==> config.mk <==
export PLATFORM = sky130hd
export DESIGN_NAME = v15_peak_detector
export DESIGN_NICKNAME = d
export VERILOG_FILES = /design/src/rtl/package_settings.sv /design/src/rtl/v15_peak_parameters.sv /design/src/rtl/v15_event_fifo.sv /design/src/rtl/v15_peak_detector.sv
export SDC_FILE = /design/constraint.sdc
export NUM_CORES = 1
export LEC_CHECK = 0
export CAP_MARGIN = 25
export CELL_PAD_IN_SITES_DETAIL_PLACEMENT = 2
export CELL_PAD_IN_SITES_GLOBAL_PLACEMENT = 2
export CORE_ASPECT_RATIO = 0.75
export CORE_MARGIN = 5
export CORE_UTILIZATION = 44
export CTS_BUF_LIST = sky130_fd_sc_hd__clkbuf_4 sky130_fd_sc_hd__clkbuf_8
export CTS_CLUSTER_DIAMETER = 200
export CTS_CLUSTER_SIZE = 10
export DETAILED_ROUTE_END_ITERATION = 7
export PLACE_DENSITY = 0.83
export RECOVER_POWER = 25
export SKIP_LAST_GASP = 1
export SLEW_MARGIN = 10
export SYNTH_ARGS = -nofsm -noshare
export SYNTH_HDL_FRONTEND = slang
export SYNTH_SLANG_ARGS = --single-unit
==> constraint.sdc <==
create_clock -name clk -period 3.2 [get_ports clk]
set_input_delay 0.96 -clock clk [delete_from_list [all_inputs] [get_ports clk]]
set_output_delay 0.96 -clock clk [all_outputs]
set_load 0.02 [all_outputs]
==> src/rtl/package_settings.sv <==
// Project-wide data-path settings shared by the pulse-processing blocks.
package package_settings;
  localparam int SIZE_FILTER_DATA = 16;
endpackage

==> src/rtl/v15_peak_parameters.sv <==
// Defaults, FSM state encoding and event record for the v15 peak detector.
package v15_peak_parameters;
  import package_settings::*;

  localparam int DEFAULT_HOLDOFF_CYCLES = 16;
  localparam int DEFAULT_FIFO_DEPTH     = 4;
  localparam int DEFAULT_TIME_WIDTH     = 32;

  typedef enum logic [1:0] {
    ST_IDLE    = 2'd0,
    ST_RISE    = 2'd1,
    ST_HOLDOFF = 2'd2
  } peak_state_t;

  // Event record at default timestamp width; the top re-declares it at its own width.
  typedef struct packed {
    logic [SIZE_FILTER_DATA-1:0]   amplitude;
    logic [DEFAULT_TIME_WIDTH-1:0] timestamp;
  } peak_event_t;
endpackage

==> src/rtl/v15_event_fifo.sv <==
// Event buffer with a registered head: push/full write side, valid/ready read side.
module v15_event_fifo #(
  parameter int DEPTH = 4,
  parameter int WIDTH = 48
) (
  input  logic             clk,
  input  logic             reset,
  input  logic             push,
  input  logic [WIDTH-1:0] push_data,
  output logic             full,
  input  logic             out_ready,
  output logic             out_valid,
  output logic [WIDTH-1:0] out_data
);
  localparam int PTR_W = (DEPTH > 1) ? $clog2(DEPTH) : 1;
  localparam logic [PTR_W:0] FULL_COUNT = (PTR_W + 1)'(DEPTH);

  if ((DEPTH < 2) || ((DEPTH & (DEPTH - 1)) != 0)) begin : g_bad_depth
    $error("v15_event_fifo: DEPTH must be a power of two of at least 2");
  end

  logic [WIDTH-1:0] mem_r [DEPTH];
  logic [PTR_W-1:0] wr_ptr_r;
  logic [PTR_W-1:0] rd_ptr_r;
  logic [PTR_W:0]   count_r;
  logic             out_valid_r;
  logic [WIDTH-1:0] out_data_r;

  logic             pop_s;
  logic             full_s;
  logic             wr_en_s;
  logic [PTR_W-1:0] rd_ptr_next_s;
  logic [PTR_W:0]   count_next_s;
  logic [WIDTH-1:0] head_next_s;

  // Next head bypasses the memory when the push lands in the slot about to become head.
  always_comb begin
    pop_s         = out_valid_r && out_ready;
    full_s        = (count_r == FULL_COUNT);
    wr_en_s       = push && (!full_s || pop_s);
    rd_ptr_next_s = pop_s ? (rd_ptr_r + {{(PTR_W-1){1'b0}}, 1'b1}) : rd_ptr_r;
    count_next_s  = count_r + (PTR_W + 1)'(wr_en_s) - (PTR_W + 1)'(pop_s);
    if (wr_en_s && (wr_ptr_r == rd_ptr_next_s)) begin
      head_next_s = push_data;
    end else begin
      head_next_s = mem_r[rd_ptr_next_s];
    end
  end

  always_ff @(posedge clk or negedge reset) begin
    if (!reset) begin
      for (int i = 0; i < DEPTH; i++) begin
        mem_r[i] <= {WIDTH{1'b0}};
      end
    end else if (wr_en_s) begin
      mem_r[wr_ptr_r] <= push_data;
    end
  end

  always_ff @(posedge clk or negedge reset) begin
    if (!reset) begin
      wr_ptr_r    <= {PTR_W{1'b0}};
      rd_ptr_r    <= {PTR_W{1'b0}};
      count_r     <= {(PTR_W + 1){1'b0}};
      out_valid_r <= 1'b0;
      out_data_r  <= {WIDTH{1'b0}};
    end else begin
      if (wr_en_s) begin
        wr_ptr_r <= wr_ptr_r + {{(PTR_W-1){1'b0}}, 1'b1};
      end
      rd_ptr_r    <= rd_ptr_next_s;
      count_r     <= count_next_s;
      out_valid_r <= (count_next_s != {(PTR_W + 1){1'b0}});
      if (count_next_s != {(PTR_W + 1){1'b0}}) begin
        out_data_r <= head_next_s;
      end
    end
  end

  assign full      = full_s;
  assign out_valid = out_valid_r;
  assign out_data  = out_data_r;
endmodule

==> src/rtl/v15_peak_detector.sv <==
// Threshold-triggered peak detector: tracks each pulse maximum and its first
// timestamp, then queues {peak, time} events behind a dead-time window.
module v15_peak_detector
  import package_settings::*;
  import v15_peak_parameters::*;
#(
  parameter int HOLDOFF_CYCLES = DEFAULT_HOLDOFF_CYCLES,
  parameter int FIFO_DEPTH     = DEFAULT_FIFO_DEPTH,
  parameter int TIME_WIDTH     = DEFAULT_TIME_WIDTH
) (
  input  logic                        clk,
  input  logic                        reset,
  input  logic [SIZE_FILTER_DATA-1:0] filter_data,
  input  logic [SIZE_FILTER_DATA-1:0] threshold,
  input  logic                        out_ready,
  output logic                        out_valid,
  output logic [SIZE_FILTER_DATA-1:0] out_amplitude,
  output logic [TIME_WIDTH-1:0]       out_time,
  output logic [7:0]                  dropped_count,
  output logic                        busy
);
  localparam int HOLD_W = (HOLDOFF_CYCLES > 1) ? $clog2(HOLDOFF_CYCLES) : 1;
  localparam logic [HOLD_W-1:0] HOLD_LOAD = HOLD_W'(HOLDOFF_CYCLES - 1);

  if (HOLDOFF_CYCLES < 1) begin : g_bad_holdoff
    $error("v15_peak_detector: HOLDOFF_CYCLES must be at least 1");
  end

  typedef struct packed {
    logic [SIZE_FILTER_DATA-1:0] amplitude;
    logic [TIME_WIDTH-1:0]       timestamp;
  } event_t;

  peak_state_t                 state_r;
  peak_state_t                 state_next_s;
  logic [TIME_WIDTH-1:0]       ts_r;
  logic [SIZE_FILTER_DATA-1:0] peak_r;
  logic [TIME_WIDTH-1:0]       peak_time_r;
  logic [HOLD_W-1:0]           holdoff_r;
  logic                        busy_r;
  logic [7:0]                  dropped_r;

  logic                        at_thr_s;
  logic                        capture_s;
  logic                        push_s;
  logic                        drop_s;
  logic                        fifo_full_s;
  event_t                      push_event_s;
  event_t                      head_event_s;

  assign at_thr_s     = (filter_data >= threshold);
  assign push_event_s = {peak_r, peak_time_r};

  always_ff @(posedge clk or negedge reset) begin
    if (!reset) begin
      state_r <= ST_IDLE;
    end else begin
      state_r <= state_next_s;
    end
  end

  always_comb begin
    state_next_s = state_r;
    case (state_r)
      ST_IDLE:    state_next_s = at_thr_s ? ST_RISE : ST_IDLE;
      ST_RISE:    state_next_s = at_thr_s ? ST_RISE : ST_HOLDOFF;
      ST_HOLDOFF: state_next_s = (holdoff_r == {HOLD_W{1'b0}}) ? ST_IDLE : ST_HOLDOFF;
      default:    state_next_s = ST_IDLE;
    endcase
  end

  // Strict greater-than in RISE keeps the earliest sample of a flat top.
  always_comb begin
    capture_s = 1'b0;
    push_s    = 1'b0;
    case (state_r)
      ST_IDLE: begin
        capture_s = at_thr_s;
      end
      ST_RISE: begin
        capture_s = at_thr_s && (filter_data > peak_r);
        push_s    = !at_thr_s;
      end
      ST_HOLDOFF: begin
        capture_s = 1'b0;
        push_s    = 1'b0;
      end
      default: begin
        capture_s = 1'b0;
        push_s    = 1'b0;
      end
    endcase
  end

  assign drop_s = push_s && fifo_full_s && !(out_valid && out_ready);

  always_ff @(posedge clk or negedge reset) begin
    if (!reset) begin
      ts_r        <= {TIME_WIDTH{1'b0}};
      peak_r      <= {SIZE_FILTER_DATA{1'b0}};
      peak_time_r <= {TIME_WIDTH{1'b0}};
      holdoff_r   <= {HOLD_W{1'b0}};
      busy_r      <= 1'b0;
      dropped_r   <= 8'd0;
    end else begin
      ts_r   <= ts_r + {{(TIME_WIDTH-1){1'b0}}, 1'b1};
      busy_r <= (state_next_s != ST_IDLE);
      if (capture_s) begin
        peak_r      <= filter_data;
        peak_time_r <= ts_r;
      end
      if (push_s) begin
        holdoff_r <= HOLD_LOAD;
      end else if ((state_r == ST_HOLDOFF) && (holdoff_r != {HOLD_W{1'b0}})) begin
        holdoff_r <= holdoff_r - {{(HOLD_W-1){1'b0}}, 1'b1};
      end
      if (drop_s && (dropped_r != 8'hFF)) begin
        dropped_r <= dropped_r + 8'd1;
      end
    end
  end

  v15_event_fifo #(
    .DEPTH (FIFO_DEPTH),
    .WIDTH ($bits(event_t))
  ) u_event_fifo (
    .clk       (clk),
    .reset     (reset),
    .push      (push_s),
    .push_data (push_event_s),
    .full      (fifo_full_s),
    .out_ready (out_ready),
    .out_valid (out_valid),
    .out_data  (head_event_s)
  );

  assign out_amplitude = head_event_s.amplitude;
  assign out_time      = head_event_s.timestamp;
  assign dropped_count = dropped_r;
  assign busy          = busy_r;
endmodule

==> results.py <==
metrics = {
    "synth": {
        "mappedNetlistNets": 1223,
        "dominantRegCellSynth": "sky130_fd_sc_hd__dfrtp_1",
        "synth_area_leader_cell": "sky130_fd_sc_hd__dfrtp_1",
        "synth_area_leaders": "sky130_fd_sc_hd__dfrtp_1, sky130_fd_sc_hd__mux2_2, sky130_fd_sc_hd__mux4_2",
        "synth.yosys.warnings": 0,
        "syn-instance-count": 1146,
        "synthesis.area_per_instance_um2": 13.6,
        "synthesis.area_mm2": 0.0156,
        "synth-seq-cells": 343,
        "synth_largest_type_area_fraction_pct": 55.0,
        "synth_cell_type_count": 45,
        "synth_edf_count": 0,
        "synth.yosys.seq_area_share_pct": 55.0,
        "synth-async-reset-ratio_pct": 100,
    },
    "grt": {
        "first_global_vias": 13000,
        "grt_first_pass_wirelength_mm": 89.6,
        "gr-usage-met3_pct": 6.05,
        "globalRouteMet2Util_pct": 52.0,
        "gr-usage-met1_pct": 37.8,
        "global_route.usage.total_pct": 30.3,
        "maximum_number_of_pins_on_one_net_before_global_route_repair": 68,
        "globalRouteOverflowTotal": 0,
        "grt_most_used_layer": "met2",
        "antenna_found_initial": 2,
    },
    "finish": {
        "post_route_cells_drive_above_1_share_pct": 46.3,
        "antenna_cells_inserted": 0,
        "final_nets": 1426,
        "nFillCells": 3099,
        "multi_input_logic_area_mm2": 0.00741,
        "sequential_cell_area_mm2": 0.00859,
        "synthToLayoutAreaGrowth_pct": 26.4,
        "fin_cells": 1806,
    },
    "clock_network": {
        "cts_tree": "built",
        "clkTransAtPathRegs_ns": 0.07,
        "clkSinkCount": 343,
        "cts_inserted_buffers": 40,
        "ctsHtreeMaxLevel": 2,
        "ctsRootBufferMaster": "sky130_fd_sc_hd__clkbuf_8",
        "worstSkewPairLatency_ns": 0.60,
        "post_cts_hold_buffer_count": 0,
        "ctsLongestPathBuffers": 3,
    },
    "timing": {
        "worst_slew_margin_rel_pct": 1.11,
        "tightest_slew_ns": 1.48,
        "final-setup-viol-count": 205,
        "timing.fmax_mhz": 251,
        "fin_skew_ns": 0.0309,
        "minimum_clock_period_ns": 3.99,
        "rsz_0062_raised_after_global_routing": "yes",
        "fin_crit_sh_pct": 125,
        "hold_viol": 0,
        "slew_violations": 0,
        "smallest_setup_slack_after_layout_ns": -0.791,
    },
    "drt": {
        "post-route-drc-count": 0,
        "dr.pass1.iters": 5,
        "detailedRoute.firstIterationViolations": 976,
        "remaining_number_of_nets_flagged_by_the_antenna_check_after_routing": 0,
        "drt-wirelength-per-cell_um": 38.4,
        "drt_wl_total_mm": 69.4,
        "vias_per_cell": 6.35,
        "vias": 11500,
    },
    "pwr": {
        "power_switching_share_pct": 41.6,
        "peak_supply_drop_v": 0.000647,
        "seq_power_share_pct": 35.8,
        "power_switching_uw": 7300,
        "power-per-cell-area_mw_per_mm2": 891,
        "power_report.internal_total_uw": 10300,
        "clock_power_share_pct": 16.5,
        "power.share.combinational_pct": 47.7,
        "cell_leakage_power_uw": 0.00892,
        "finalPower_uw": 17600,
    },
    "outcome": {
        "violations": "setup timing",
        "run_status": "complete, but fails checks",
    },
    "critical_path": {
        "worstPathRequired_ns": 3.67,
        "r2r_slack_ns": -0.13,
        "crit_path_from": "filter_data[5]",
        "regToRegEndpoint": "peak_time_r[18]",
        "setup.worst_path.start_class": "input port",
        "cp.arrival_ns": 4.46,
        "endpoint": "u_event_fifo.out_data[20]",
        "critical_register_to_register_path_startpoint": "peak_r[12]",
        "largest_driver_fanout_on_the_critical_path": 7,
        "critical_path.endpoint_type": "flop",
        "r2r.worst_path.cells": 12,
        "timing_worst_setup_path_type": "in -> reg",
    },
    "die": {
        "initial_utilization_pct": 44.8,
        "die_x_um": 227,
        "dieHeight_um": 173,
        "floorplan.rows": 59,
        "top_level_ports": 93,
        "die_area_mm2": 0.0394,
        "core_area_mm2": 0.0348,
    },
    "hold_path": {
        "worst_hold_path_type": "reg -> reg",
    },
    "placement": {
        "place.detailed.hpwl_mm": 31.9,
        "placed_cells": 1723,
        "numPortBuffers": 92,
        "routabilityCongestion": 0.749,
    },
    "flow_run": {
        "maxCapViolCount": 0,
    },
}
[timing repair]
action	4_1_cts	5_1_grt
resized for setup	123	104
buffers inserted	26	14
endpoints found under the setup margin	292	98
pin swaps	37	28
gates cloned	4	6
[metrics by stage]
step | setup TNS (ns) | hold slack [ns] | utilization [%] | worst slack, ns | instance area [µm²]
after floorplan | -32.81 | 0.436 | - | -0.754 | 15900
after global placement | -219.99 | 0.458 | 51.9 | -1.33 | 18100
after detailed placement | -263.89 | 0.477 | 51.9 | -1.60 | 18100
after CTS | -28.80 | 0.296 | 55.1 | -0.635 | 19200
after global routing | -41.48 | 0.530 | 56.6 | -0.762 | 19700
final | -42.16 | 0.513 | 56.6 | -0.791 | 19700
[critical path: stages]
cell	delay (ns)
sky130_fd_sc_hd__clkdlybuf4s15_2	0.22
sky130_fd_sc_hd__ha_4	0.23
sky130_fd_sc_hd__nor3_2	0.24
sky130_fd_sc_hd__nor2_1	0.14
sky130_fd_sc_hd__o211a_1	0.24
sky130_fd_sc_hd__a2111o_1	0.46
sky130_fd_sc_hd__nor2_2	0.20
sky130_fd_sc_hd__ha_2	0.22
sky130_fd_sc_hd__fa_2	0.25
sky130_fd_sc_hd__xnor2_4	0.17
sky130_fd_sc_hd__nor3_4	0.08
sky130_fd_sc_hd__or4_4	0.47
sky130_fd_sc_hd__buf_12	0.18
sky130_fd_sc_hd__buf_16	0.15
sky130_fd_sc_hd__o221ai_4	0.23
[layer usage]
layer  vias to the layer above  part of all wire [%]  routed length, µm
li1                       4461                     -                  -
met1                      6161                    38              26700
met2                       587                    50              34500
met3                       253                   6.1               4260
met4                         4                   5.8               3990
met5                         -                 0.039                 27
[worst min-delay path by stage]
stage	to	cells past startpoint	from	slack, ns
detailed placement	ts_r[27]	1	ts_r[27]	0.48
global placement	ts_r[31]	1	ts_r[31]	0.46
CTS	u_event_fifo.mem_r[137]	1	reset	0.30
global route	ts_r[27]	1	ts_r[27]	0.53
finish	ts_r[16]	1	ts_r[16]	0.51
floorplan	ts_r[31]	1	ts_r[31]	0.44
[cell usage after synthesis (10+ instances only)]
cell type	instances
sky130_fd_sc_hd__mux4_2	48
sky130_fd_sc_hd__buf_2	24
sky130_fd_sc_hd__xor2_1	12
sky130_fd_sc_hd__inv_1	79
sky130_fd_sc_hd__nand4_1	13
sky130_fd_sc_hd__mux2_2	239
sky130_fd_sc_hd__nand3_1	23
sky130_fd_sc_hd__ha_1	41
sky130_fd_sc_hd__xnor2_1	33
sky130_fd_sc_hd__o221ai_1	28
sky130_fd_sc_hd__clkbuf_1	21
sky130_fd_sc_hd__nor2_1	16
sky130_fd_sc_hd__o221ai_2	20
sky130_fd_sc_hd__nand2_1	128
sky130_fd_sc_hd__dfrtp_1	343
sky130_fd_sc_hd__a21oi_1	10
[flip-flops by register name (all words and copies together), names as in the netlist]
signal,count
dropped_count,8
ts_r,32
u_event_fifo.out_valid,1
u_event_fifo.rd_ptr_r,2
peak_r,16
holdoff_r,4
u_event_fifo.mem_r,192
u_event_fifo.out_data,48
busy,1
u_event_fifo.wr_ptr_r,2
peak_time_r,32
state_r,2
u_event_fifo.count_r,3
[area by class of cell]
cell class	count	share of cell area, %
repair buffers	217	11.4
multi-input cells	668	37.6
flip-flops and latches	343	43.6
clock buffers	41	2.86
inverters	79	1.61
clock inverters	1	0.0444
well taps	457	2.90
[power by group through the flow]
stage          Sequential [µW]  Clock (µW)  Combinational (µW)
6_report                  6290        2900                8380
5_1_grt                   6290        3100                8660
4_1_cts                   6010        2750                6910
3_5_place_dp              6070           0                6500
3_3_place_gp              5920           0                6050
2_1_floorplan             5920           0                4070
[logic make-up after synthesis]
kind of cell | Yosys count | synth area share (%)
compound gates | 82 | 5.13
mux | 289 | 24.3
simple gates | 210 | 6.03
flops | 343 | 55.0
buf+inv | 135 | 3.58
xor+xnor | 45 | 2.53
fa+ha+maj | 42 | 3.42
[layout by cell type (no fill, tap or decap), types with 4 or more instances in the layout]
| master | count |
|---|---|
| sky130_fd_sc_hd__clkbuf_2 | 18 |
| sky130_fd_sc_hd__nand2_4 | 11 |
| sky130_fd_sc_hd__mux4_2 | 48 |
| sky130_fd_sc_hd__buf_4 | 76 |
| sky130_fd_sc_hd__buf_6 | 9 |
| sky130_fd_sc_hd__o221ai_4 | 18 |
| sky130_fd_sc_hd__nand3_1 | 18 |
| sky130_fd_sc_hd__buf_2 | 9 |
| sky130_fd_sc_hd__nor2_1 | 14 |
| sky130_fd_sc_hd__nand3_2 | 5 |
| sky130_fd_sc_hd__nand4_1 | 13 |
| sky130_fd_sc_hd__clkbuf_16 | 5 |
| sky130_fd_sc_hd__nand2_1 | 115 |
| sky130_fd_sc_hd__dfrtp_2 | 6 |
| sky130_fd_sc_hd__dfrtp_1 | 337 |
| sky130_fd_sc_hd__ha_1 | 17 |
| sky130_fd_sc_hd__buf_12 | 27 |
| sky130_fd_sc_hd__a21oi_1 | 6 |
| sky130_fd_sc_hd__mux2_2 | 239 |
| sky130_fd_sc_hd__ha_4 | 22 |
| sky130_fd_sc_hd__o21ai_2 | 4 |
| sky130_fd_sc_hd__clkbuf_8 | 41 |
| sky130_fd_sc_hd__xnor2_1 | 29 |
| sky130_fd_sc_hd__o221ai_2 | 30 |
| sky130_fd_sc_hd__xor2_1 | 12 |
| sky130_fd_sc_hd__inv_2 | 8 |
| sky130_fd_sc_hd__and3_1 | 9 |
| sky130_fd_sc_hd__clkdlybuf4s50_1 | 59 |
| sky130_fd_sc_hd__inv_1 | 66 |
Note: power is estimated with default switching activity, not from simulation.
